File: config.mk
export PLATFORM = sky130hd
export DESIGN_NAME = operand_entry_fsm
export DESIGN_NICKNAME = d
export VERILOG_FILES = /design/src/rtl/operand_entry_fsm_pkg.sv /design/src/rtl/operand_entry_fsm_button_debouncer.sv /design/src/rtl/operand_entry_fsm.sv
export SDC_FILE = /design/constraint.sdc
export NUM_CORES = 1
export LEC_CHECK = 0
export CAP_MARGIN = 30
export CORE_AREA = 2 2 49 51
export DETAILED_ROUTE_END_ITERATION = 7
export DIE_AREA = 0 0 51 53
export GPL_ROUTABILITY_DRIVEN = 1
export PLACE_DENSITY_LB_ADDON = 0.15
export RECOVER_POWER = 25
export REMOVE_ABC_BUFFERS = 1
export SLEW_MARGIN = 40
export SYNTH_ARGS = -nofsm -noshare
export SYNTH_HDL_FRONTEND = slang
export SYNTH_SLANG_ARGS = --single-unit
File: constraint.sdc
create_clock -name clk -period 1.3 [get_ports clk]
set_clock_uncertainty 0.05 [all_clocks]
set_input_delay 0.195 -clock clk [delete_from_list [all_inputs] [get_ports clk]]
set_output_delay 0.195 -clock clk [all_outputs]
set_load 0.01 [all_outputs]
File: src/rtl/operand_entry_fsm_pkg.sv
// operand_entry_pkg: shared types and defaults for the operand entry front end.
//   entry_state_t            : state codes, also driven onto the entry_state LEDs
//   OPERAND_WIDTH            : default operand width
//   DEBOUNCE_CYCLES_DEFAULT  : 10 ms at 50 MHz
package operand_entry_pkg;

  localparam int OPERAND_WIDTH           = 4;
  localparam int DEBOUNCE_CYCLES_DEFAULT = 500000;

  // 2'd3 is unused; the FSM forces it back to GET_A
  typedef enum logic [1:0] {
    GET_A = 2'd0,
    GET_B = 2'd1,
    READY = 2'd2
  } entry_state_t;

endpackage

File: src/rtl/operand_entry_fsm_button_debouncer.sv
// button_debouncer: 2-flop synchroniser, debouncer and press detector for one
// active-low push button.
//   clk, reset  : clock, synchronous active-high reset
//   btn_n       : raw active-low button, asynchronous
//   level       : debounced pressed level (1 = pressed)
//   press_pulse : one-cycle strobe on the debounced released->pressed edge
// Build option OPERAND_DEBOUNCE_EN: when undefined the debounce counter is
// dropped and the synchronised level feeds the edge detector directly
// (bring-up/simulation only; DEBOUNCE_CYCLES is then ignored).
module button_debouncer
  import operand_entry_pkg::*;
#(
  parameter int DEBOUNCE_CYCLES = DEBOUNCE_CYCLES_DEFAULT
) (
  input  logic clk,
  input  logic reset,
  input  logic btn_n,
  output logic level,
  output logic press_pulse
);

  // Synchroniser is deliberately not reset so a button held through reset
  // keeps reading as pressed.
  logic [1:0] sync_q;
  logic       btn;
  always_ff @(posedge clk) sync_q <= {sync_q[0], ~btn_n};
  assign btn = sync_q[1];

  // Pulses are only allowed once the button has been seen released after
  // reset, so a press held through reset never produces an event.
  logic armed;

`ifdef OPERAND_DEBOUNCE_EN
  localparam int CW = $clog2(DEBOUNCE_CYCLES + 1);
  logic [CW-1:0] cnt;

  always_ff @(posedge clk) begin
    if (reset) begin
      level       <= 1'b0;
      cnt         <= '0;
      armed       <= 1'b0;
      press_pulse <= 1'b0;
    end else begin
      armed       <= armed | ~btn;
      press_pulse <= 1'b0;
      if (btn != level) begin
        // this cycle is the DEBOUNCE_CYCLES-th consecutive disagreement
        if (cnt == CW'(DEBOUNCE_CYCLES - 1)) begin
          level       <= btn;
          cnt         <= '0;
          press_pulse <= btn & armed;
        end else begin
          cnt <= cnt + 1'b1;
        end
      end else begin
        cnt <= '0;
      end
    end
  end
`else
  logic unused_cfg;
  assign unused_cfg = (DEBOUNCE_CYCLES > 1);

  always_ff @(posedge clk) begin
    if (reset) begin
      level       <= 1'b0;
      armed       <= 1'b0;
      press_pulse <= 1'b0;
    end else begin
      armed       <= armed | ~btn;
      level       <= btn;
      press_pulse <= btn & ~level & armed;
    end
  end
`endif

endmodule

File: src/rtl/operand_entry_fsm.sv
// operand_entry_fsm: sequential operand entry for the 4-bit subtractor.
// Operands are set on one switch bank and confirmed with the enter key:
// first minuend, then subtrahend; a third enter returns to GET_A keeping
// the last operands on display. Clear zeroes both operands from any state.
//   clk, reset     : clock, synchronous active-high reset
//   switches       : raw operand value, asynchronous
//   enter_btn_n    : raw enter key, active-low
//   clear_btn_n    : raw clear key, active-low
//   minuend        : latched minuend
//   subtrahend     : latched subtrahend
//   operands_valid : high while in READY
//   load_pulse     : one-cycle strobe on entry to READY
//   entry_state    : current state code for LEDs
// Build option OPERAND_DEBOUNCE_EN enables the button debouncers.
module operand_entry_fsm
  import operand_entry_pkg::*;
#(
  parameter int WIDTH           = OPERAND_WIDTH,
  parameter int DEBOUNCE_CYCLES = DEBOUNCE_CYCLES_DEFAULT
) (
  input  logic             clk,
  input  logic             reset,
  input  logic [WIDTH-1:0] switches,
  input  logic             enter_btn_n,
  input  logic             clear_btn_n,
  output logic [WIDTH-1:0] minuend,
  output logic [WIDTH-1:0] subtrahend,
  output logic             operands_valid,
  output logic             load_pulse,
  output logic [1:0]       entry_state
);

  // switch synchroniser; capture uses stage 1
  logic [1:0][WIDTH-1:0] sw_q;
  always_ff @(posedge clk) sw_q <= {sw_q[0], switches};

  logic enter_p, clear_p;
  logic enter_level_unused, clear_level_unused;

  button_debouncer #(.DEBOUNCE_CYCLES(DEBOUNCE_CYCLES)) u_enter (
    .clk         (clk),
    .reset       (reset),
    .btn_n       (enter_btn_n),
    .level       (enter_level_unused),
    .press_pulse (enter_p)
  );

  button_debouncer #(.DEBOUNCE_CYCLES(DEBOUNCE_CYCLES)) u_clear (
    .clk         (clk),
    .reset       (reset),
    .btn_n       (clear_btn_n),
    .level       (clear_level_unused),
    .press_pulse (clear_p)
  );

  entry_state_t state;
  assign entry_state = state;

  always_ff @(posedge clk) begin
    if (reset) begin
      state          <= GET_A;
      minuend        <= '0;
      subtrahend     <= '0;
      operands_valid <= 1'b0;
      load_pulse     <= 1'b0;
    end else begin
      load_pulse <= 1'b0;
      if (clear_p) begin
        // clear wins over a coincident enter
        state          <= GET_A;
        minuend        <= '0;
        subtrahend     <= '0;
        operands_valid <= 1'b0;
      end else begin
        case (state)
          GET_A: if (enter_p) begin
            minuend <= sw_q[1];
            state   <= GET_B;
          end
          GET_B: if (enter_p) begin
            subtrahend     <= sw_q[1];
            state          <= READY;
            operands_valid <= 1'b1;
            load_pulse     <= 1'b1;
          end
          READY: if (enter_p) begin
            state          <= GET_A;
            operands_valid <= 1'b0;
          end
          default: begin
            state          <= GET_A;
            operands_valid <= 1'b0;
          end
        endcase
      end
    end
  end

endmodule

==> flow_summary_export.csv <==
group,metric,value,unit
synth,netlist_area,953,um2
synth,synth_top_family_by_area,"simple AND/OR/NAND/NOR gates",
synth,postSynthAreaPerCell,12.7,um2
sta,rsz0062_at_grt,"no",
sta,setup_violations,0,
sta,setup_slack,0.0864,ns
finish,antenna_cells_inserted,0,
synth,synthMuxAreaShare,0.0840,
clocking,clkTransAtPathRegs,0.08,ns
synth,ys_ff_latch,30,
floorplan,dieArea,2700,um2
sta,hold_ws,0.278,ns
finish,syn_to_final_growth,28.5,%
clocking,clk_latency,0.31,ns
clocking,htree_levels,2,
sta,fmax,0.824,GHz
detailed_routing,vias_per_cell,4.59,
detailed_routing,wl,1360,um
synth,yosysSeqAreaShare,0.630,
floorplan,start_util,0.444,
placement,place_area,1190,um2
grt,grt_max_degree,18,
synth,yosysWarnings,0,
sta,min_period_over_period,0.934,
finish,finish.utilization,0.570,
power_and_ir_drop,power.total,1.52,mW
sta,slew_headroom,0.699,
floorplan,num_io_pins,20,
sta,finalHoldViolCount,0,
synth,synth-xor-area-share,0.00919,
synth,yosys.area_share.adder,0,
detailed_routing,wl_per_cell,10.5,um
critical_path,slowest_delay,0.38,ns
hold_path,hp-class,"reg2reg",
critical_path,critPathSlowestCell,"dfxtp_2",
detailed_routing,firstDrtPassIters,3,
critical_path,critPathKind,"reg2out",
detailed_routing,drtIter0Drc,1,
detailed_routing,ant_nets,0,
power_and_ir_drop,irDropWorstVdd,0.836,mV
critical_path,crit_arrival,0.97,ns
grt,grt_pass1_vias,552,
placement,hpwl,907,um
synth,synth_simple_gate_area_frac,0.192,
grt,overflow,0,
finish,layout-drive-gt1-share,0.137,
placement,dp_slack,-0.132,ns
clocking,cts_buffer_depth,2,
sta,fin_crit,1.21,ns
floorplan,die_h,53,um
clocking,cts_sinks,30,
critical_path,crit_buf_inv,1,
finish,fillers,201,
critical_path,cp_top_family,"flip-flops",
critical_path,startpoint_type,"flip-flop",
detailed_routing,drc,0,
power_and_ir_drop,power_leakage,0.548,nW
placement,place_congestion,0.678,
flow_run,cap_violations,0,
grt,antenna_found_initial,0,
synth,yosysUniqueCellTypes,18,
clocking,cts_root_buf,"clkbuf_4",
clocking,ctsHoldBuffers,0,
floorplan,std_cell_rows,17,
floorplan,die_w,51,um
critical_path,end_kind,"primary output",
placement,numPortBuffers,19,
outcome,status,"finished clean",
critical_path,critical_path.cell_chain,"dlygate4sd2_1",
synth,synth_top_area_cell,"dfxtp_1",
grt,grt_util_all_layers,0.130,
critical_path,crit_fanout,5,
clocking,numCtsBuffers,5,
synth,synthCells,75,
clocking,cts_tree,"done",
sta,finalMaxSlewViolations,0,
detailed_routing,routed-via-count,597,
critical_path,critPathRequiredTime,1.05,ns
synth,yosys.area.top_type_share,0.630,
finish,final_area,1220,um2
power_and_ir_drop,power_density,1240,nW/um2
sta,tightest_slew,0.452,ns
grt,grt_pass1_wl,2340,um
floorplan,fp.coreArea,2150,um2
synth,synth_area_leaders,"dfxtp_1 (63%), or3b_1 (12%), mux2i_1 (8.4%), buf_6 (2.4%), a21oi_1 (1.6%)",
finish,finalNetCount,110,
synth,synth_compound_area_frac,0.0381,
cells in the final DEF, fill, tap and decap left out:
master / count
nor2b_1: 2
clkbuf_1: 2
dfxtp_1: 28
xnor2_1: 1
clkbuf_4: 5
or3_1: 1
buf_4: 5
o2bb2ai_1: 1
nand3b_1: 1
nor4_1: 1
a21oi_1: 3
dlygate4sd2_1: 12
mux2i_1: 8
inv_1: 4
dfxtp_2: 2
nor3b_1: 2
dlygate4sd3_1: 4
nor3b_4: 1
clkdlybuf4s50_1: 3
a211oi_2: 1
nor2_1: 1
or3b_1: 13
nor3_1: 1
power breakdown:
part | leakage [nW] | switching, mW | internal [mW]
registers | 0.249 | 0.0153 | 0.953
logic | 0.274 | 0.0312 | 0.0496
clock network | 0.0254 | 0.264 | 0.203
cell type report:
| cell class | count | area [um2] | share of cell area |
|---|---|---|---|
| Multi-Input combinational cell | 37 | 314 | 0.256 |
| Timing Repair Buffer | 24 | 213 | 0.174 |
| Sequential cell | 30 | 603 | 0.492 |
| Inverter | 4 | 15.0 | 0.0123 |
| Clock buffer | 7 | 45.0 | 0.0368 |
| Tap cell | 28 | 35.0 | 0.0286 |
sequential cells by signal, summed over array words and instances (netlist names):
name	flops
entry_state	2
load_pulse	1
minuend	4
operands_valid	1
subtrahend	4
sw_q	8
u_clear.armed	1
u_clear.level	1
u_clear.press_pulse	1
u_clear.sync_q	2
u_enter.armed	1
u_enter.level	1
u_enter.press_pulse	1
u_enter.sync_q	2
stage by stage:
stage	TNS (ns)	cells
after floorplan	0	71
after global placement	-0.889	123
after detailed placement	-1.08	123
after CTS	0	130
after global routing	0	130
final	0	130
worst paths after layout:
check	start	to	slack, ns	depth (start not counted)
max	entry_state[0]$_SDFFE_PP0P_	entry_state[0]	0.09	1
min	u_enter.sync_q[0]$_DFF_P_	u_enter.sync_q[1]$_DFF_P_	0.28	0
max reg2reg	u_enter.press_pulse$_SDFF_PP0_	minuend[0]$_SDFFE_PP0P_	0.11	3
min reg2reg	u_enter.sync_q[0]$_DFF_P_	u_enter.sync_q[1]$_DFF_P_	0.28	0
routing by layer:
layer,vias up,routed length [um],track usage
met4,0,48,0.108
li1,318,-,-
met3,6,104,0.0763
met1,256,591,0.131
met2,17,616,0.193
met5,-,0,0
kinds of logic (layout without fill, tap and decap cells):
group | Yosys count | count (layout)
and+or+nand+nor | 23 | 23
DFF | 30 | 30
xor gates and xnor gates | 1 | 1
muxes | 8 | 8
buffers and inverters | 8 | 35
AOI/OAI and AO/OA | 5 | 5
synthesized netlist by cell type:
library cell / number
mux2i_1: 8
a211oi_2: 1
nor3_1: 1
inv_1: 4
nor4_1: 1
nor2b_1: 2
nor3b_1: 2
a21oi_1: 3
or3b_1: 13
nor3b_2: 1
o2bb2ai_1: 1
buf_6: 2
nor2_1: 1
clkbuf_1: 2
nand3b_1: 1
or3_1: 1
dfxtp_1: 30
xnor2_1: 1
repair_timing:
item                       4_1_cts  5_1_grt
cloned                           0        0
gates resized for setup         13        2
hold endpoints to repair         0        0
setup buffers                    0        0
setup endpoints to repair       12        2
(Power assumes the default switching activity.)
